$ cat config.mk
export PLATFORM = sky130hd
export DESIGN_NAME = fp16_acc_seq
export DESIGN_NICKNAME = d
export VERILOG_FILES = /design/src/rtl/fp16_acc_seq.sv
export SDC_FILE = /design/constraint.sdc
export NUM_CORES = 1
export LEC_CHECK = 0
export CAP_MARGIN = 20
export CORE_UTILIZATION = 40
export CTS_CLUSTER_SIZE = 28
export DETAILED_ROUTE_END_ITERATION = 16
export PLACE_DENSITY = 0.82
export SYNTH_ARGS = -nofsm -noshare
export SYNTH_HDL_FRONTEND = slang
export SYNTH_SLANG_ARGS = --single-unit
$ cat constraint.sdc
create_clock -name clk -period 2.2 [get_ports clk]
set_input_delay 0.55 -clock clk [delete_from_list [all_inputs] [get_ports clk]]
set_output_delay 0.55 -clock clk [all_outputs]
set_load 0.01 [all_outputs]
$ cat src/rtl/fp16_acc_seq.sv
// Sequential FP16 packet accumulator driving an external pipelined adder.
// One element is in flight at a time: operands are held while the adder result ripples through.
module fp16_acc_seq #(
  parameter int ADD_LAT = 2,
  parameter int CNT_W   = 8
) (
  input  logic             clk,
  input  logic             rst,
  input  logic             clr,
  input  logic             in_valid,
  output logic             in_ready,
  input  logic [15:0]      in_data,
  input  logic             in_last,
  input  logic             in_mode,
  output logic [15:0]      add_a,
  output logic [15:0]      add_b,
  output logic             add_mode,
  input  logic [15:0]      add_res,
  output logic             out_valid,
  input  logic             out_ready,
  output logic [15:0]      out_data,
  output logic [CNT_W-1:0] out_count
);

  localparam int LAT_W = $clog2(ADD_LAT + 2);

  typedef enum logic [1:0] {S_IDLE, S_WAIT, S_OUT} state_t;

  state_t           r_state;
  logic [LAT_W-1:0] r_lat;
  logic [15:0]      r_acc;
  logic [CNT_W-1:0] r_cnt;
  logic [15:0]      r_add_b;
  logic             r_add_mode;
  logic             r_last;
  logic             r_in_ready;
  logic             r_out_valid;
  logic [15:0]      r_out_data;
  logic [CNT_W-1:0] r_out_count;

  logic             w_accept;
  logic [CNT_W-1:0] w_cnt_inc;

  // r_in_ready mirrors IDLE, but stays low for the first cycle after reset release
  assign w_accept  = r_in_ready & in_valid;
  assign w_cnt_inc = (r_cnt == {CNT_W{1'b1}}) ? r_cnt : r_cnt + 1'b1;

  assign in_ready  = r_in_ready;
  assign add_a     = r_acc;
  assign add_b     = r_add_b;
  assign add_mode  = r_add_mode;
  assign out_valid = r_out_valid;
  assign out_data  = r_out_data;
  assign out_count = r_out_count;

  always_ff @(posedge clk or negedge rst) begin
    if (!rst) begin
      r_state     <= S_IDLE;
      r_lat       <= '0;
      r_acc       <= 16'h0000;
      r_cnt       <= '0;
      r_add_b     <= 16'h0000;
      r_add_mode  <= 1'b0;
      r_last      <= 1'b0;
      r_in_ready  <= 1'b0;
      r_out_valid <= 1'b0;
      r_out_data  <= 16'h0000;
      r_out_count <= '0;
    end else if (clr) begin
      r_state     <= S_IDLE;
      r_lat       <= '0;
      r_acc       <= 16'h0000;
      r_cnt       <= '0;
      r_add_b     <= 16'h0000;
      r_add_mode  <= 1'b0;
      r_last      <= 1'b0;
      r_in_ready  <= 1'b1;
      r_out_valid <= 1'b0;
      r_out_data  <= 16'h0000;
      r_out_count <= '0;
    end else begin
      case (r_state)
        S_IDLE: begin
          if (w_accept) begin
            r_add_b    <= in_data;
            r_last     <= in_last;
            if (r_cnt == '0) r_add_mode <= in_mode;
            r_lat      <= LAT_W'(ADD_LAT);
            r_in_ready <= 1'b0;
            r_state    <= S_WAIT;
          end else begin
            r_in_ready <= 1'b1;
          end
        end
        S_WAIT: begin
          // lat reaches zero on the edge ADD_LAT+1 after accept; add_res is settled then
          if (r_lat == '0) begin
            r_acc <= add_res;
            r_cnt <= w_cnt_inc;
            if (r_last) begin
              r_state     <= S_OUT;
              r_out_valid <= 1'b1;
              r_out_data  <= add_res;
              r_out_count <= w_cnt_inc;
            end else begin
              r_state    <= S_IDLE;
              r_in_ready <= 1'b1;
            end
          end else begin
            r_lat <= r_lat - LAT_W'(1);
          end
        end
        S_OUT: begin
          if (out_ready) begin
            r_state     <= S_IDLE;
            r_acc       <= 16'h0000;
            r_cnt       <= '0;
            r_in_ready  <= 1'b1;
            r_out_valid <= 1'b0;
            r_out_data  <= 16'h0000;
            r_out_count <= '0;
          end
        end
        default: begin
          r_state    <= S_IDLE;
          r_in_ready <= 1'b1;
        end
      endcase
    end
  end

endmodule

==> impl_metrics.toml <==
[run_status]
outcome = "completed"

[power_and_ir_drop]
p_int_mw = 2.47
p_sw_frac = 0.262
vdd_ir_drop_max_v = 0.000428
p_per_area_nw_per_um2 = 740
switching_power_uw = 877
pwr-share-seq = 0.451
finalPower_mw = 3.34
combPwrFrac = 0.194
pwr-share-clk = 0.355
p_leak_nw = 1.91

[worst_setup_path]
path_buf_inv = 1
cp_slowest_stage_delay_ns = 0.57
cp.arrival_ns = 1.32
critPathKind = "reg -> out"
reg2reg_slack_ns = 0.39
required_ns = 1.65
crit_fanout = 5
critPathTopFamily = "buffers and inverters"
startpoint_type = "flop"
cp_cell_sequence = "clkdlybuf4s50_1"
cp_slowest_cell = "clkdlybuf4s50_1"
end_kind = "primary output"

[detailed_routing]
avgViaCountPerCell = 5.14
drt_iter0_drc = 231
route.detailed.drc = 0
vias = 2799
wl_per_cell_um = 14.0
first_pass_iters = 4
wl_um = 7640
antenna_left = 0

[die]
fp.dieH_um = 91.5
core_area_um2 = 7730
die_area_um2 = 8380
die_w_um = 91.5
num_rows = 32
start_util = 0.415
io_pins = 98

[sta]
slew-limit-headroom = 0.722
period_minus_slack_ns = 1.87
hold_slack_ns = 0.215
fin_crit_sh = 0.850
max_freq_mhz = 535
setup_viol = 0
final_hold_viol_count = 0
final_max_slew_viol_count = 0
rsz0062_at_grt = "no"
fin_setup_tns_ns = 0
clock_skew_ns = 0.00680
setup_ws_ns = 0.330
tightestPinTransition_ns = 0.416

[synth]
synth_seq_cells = 72
syn_inst = 337
synth.area.top_cells = "dfrtp_1 56%, nand2_1 12%, o21ai_0 6.1%"
ys_warn_count = 0
syn_area_per_cell_um2 = 9.51
synth_top_flop_cell = "dfrtp_1"
synth.distinct_cells = 42
synth_edf_count = 0
async_flop_share = 1.00
yosys.area.top_type_share = 0.562
synth_area_um2 = 3210
ys_seq_area_frac = 0.562
yosys.area.top_type = "dfrtp_1"
syn_nets = 379

[layout]
n_antenna_cell = 0
final_area_um2 = 4520
final_nets = 480
drive_gt1_frac = 0.0858
syn2layout_area_growth_pct = 40.9

[placed_design]
portBuffers = 97
place_area_um2 = 4280
post-dp-hpwl_um = 5350
gp_congestion = 0.930
dp_slack_ns = 0.103

[clock_network]
cts_buffers = 9
clockRootBuffer = "clkbuf_8"
htree_num_levels = 3
clkTransAtPathRegs_ns = 0.08
postCtsSetupRepairBufs = 0
ctsHoldBuffers = 0
clock-sinks = 72
cts_tree = "done"
cts_resized = 0
worstSkewPairLatency_ns = 0.34
clock_path_buffers = 2

[global_route]
antenna_found_initial = 0
grt_overflow = 0
grt_pass1_vias = 2760
grt_max_degree = 73
grtUsageTotal = 0.198
grt_pass1_wl_um = 13200

[worst_hold_path]
min_path_type = "in -> async"

[flow_run]
drv_cap = 0
## power groups by stage
stage                     clock, mW  sequential, mW  combinational (mW)
after detailed placement          0            1.53               0.650
after floorplan                   0            1.56               0.261
after global routing           1.27            1.52               0.718
after CTS                      1.22            1.51               0.657
after global placement            0            1.53               0.635
final                          1.19            1.51               0.648
## cell families (layout without fill, tap and decap cells)
group	count (synthesis)	count (layout)	synth area share
AO/OA/AOI/OAI	91	91	0.174
XOR/XNOR	1	1	0.00273
adder cells (fa/ha/maj)	3	3	0.0117
buffers and inverters	25	131	0.0488
flip-flops	72	72	0.562
multiplexers	2	2	0.00781
AND/OR/NAND/NOR	143	143	0.192
## cell usage in the layout, fill, tap and decap left out, types with 2 or more instances in the layout
| master | instances |
|---|---|
| a21oi_1 | 29 |
| a221oi_4 | 2 |
| a31oi_1 | 3 |
| a41oi_1 | 2 |
| and3_1 | 2 |
| buf_12 | 2 |
| buf_4 | 11 |
| bufinv_16 | 2 |
| clkbuf_8 | 11 |
| clkdlybuf4s50_1 | 96 |
| dfrtp_1 | 72 |
| ha_1 | 3 |
| inv_1 | 5 |
| nand2_1 | 99 |
| nand3_1 | 4 |
| nand4_1 | 3 |
| nor2_1 | 16 |
| nor3_1 | 7 |
| o21a_1 | 4 |
| o21ai_0 | 39 |
| o21ai_2 | 2 |
| o31ai_1 | 4 |
## layer usage
| layer | vias to the layer above | share of wire | track usage |
|---|---|---|---|
| met2 | 115 | 0.46 | 0.313 |
| met3 | 11 | 0.083 | 0.0595 |
| met5 | - | 0 | 0 |
| met4 | 0 | 0.014 | 0.0780 |
| li1 | 1354 | - | - |
| met1 | 1319 | 0.45 | 0.254 |
## synth_stat cells, types with 2 or more instances
library cell	count
nand2_1	99
dfrtp_1	72
o21ai_0	39
a21oi_1	29
nor2_1	16
buf_2	7
buf_6	7
nor3_1	7
clkbuf_1	5
inv_1	5
nand3_1	4
o21a_1	4
o31ai_1	4
a31oi_1	3
ha_1	3
nand4_1	3
a221oi_4	2
a41oi_1	2
and3_1	2
o21ai_2	2
## area by class of cell
type	count	area (um2)
Fill cell	672	3210
Sequential cell	72	1800
Multi-Input combinational cell	240	1250
Timing Repair Buffer	110	1090
Clock buffer	12	155
Tap cell	102	128
Clock inverter	4	76.3
Inverter	5	18.8
## state kept, by name, summed over array words and instances, names as in the netlist, 2 cells and up
name and count:
r_cnt 8, out_count 8, add_a 16, r_lat 2
r_state 2, out_data 16, add_b 16
## path summary, 6_finish.rpt
| path | startpoint | endpoint | cells after the start |
|---|---|---|---|
| worst min-delay path | rst | out_data[14] | 2 |
| worst min register to register | add_a[3] | add_a[3] | 2 |
| worst max register to register | r_lat[0] | out_count[1] | 7 |
| min in group clk | add_a[3] | add_a[3] | 2 |
| worst max-delay path | in_ready | in_ready | 1 |
| max in group asynchronous | rst | add_b[11] | 2 |
## per-stage QoR
stage,utilization,cells
floorplan,-,337
global placement,0.554,529
detailed placement,0.554,529
CTS,0.584,545
global route,0.584,545
finish,0.584,545
Note: power is estimated with default switching activity, not from simulation.
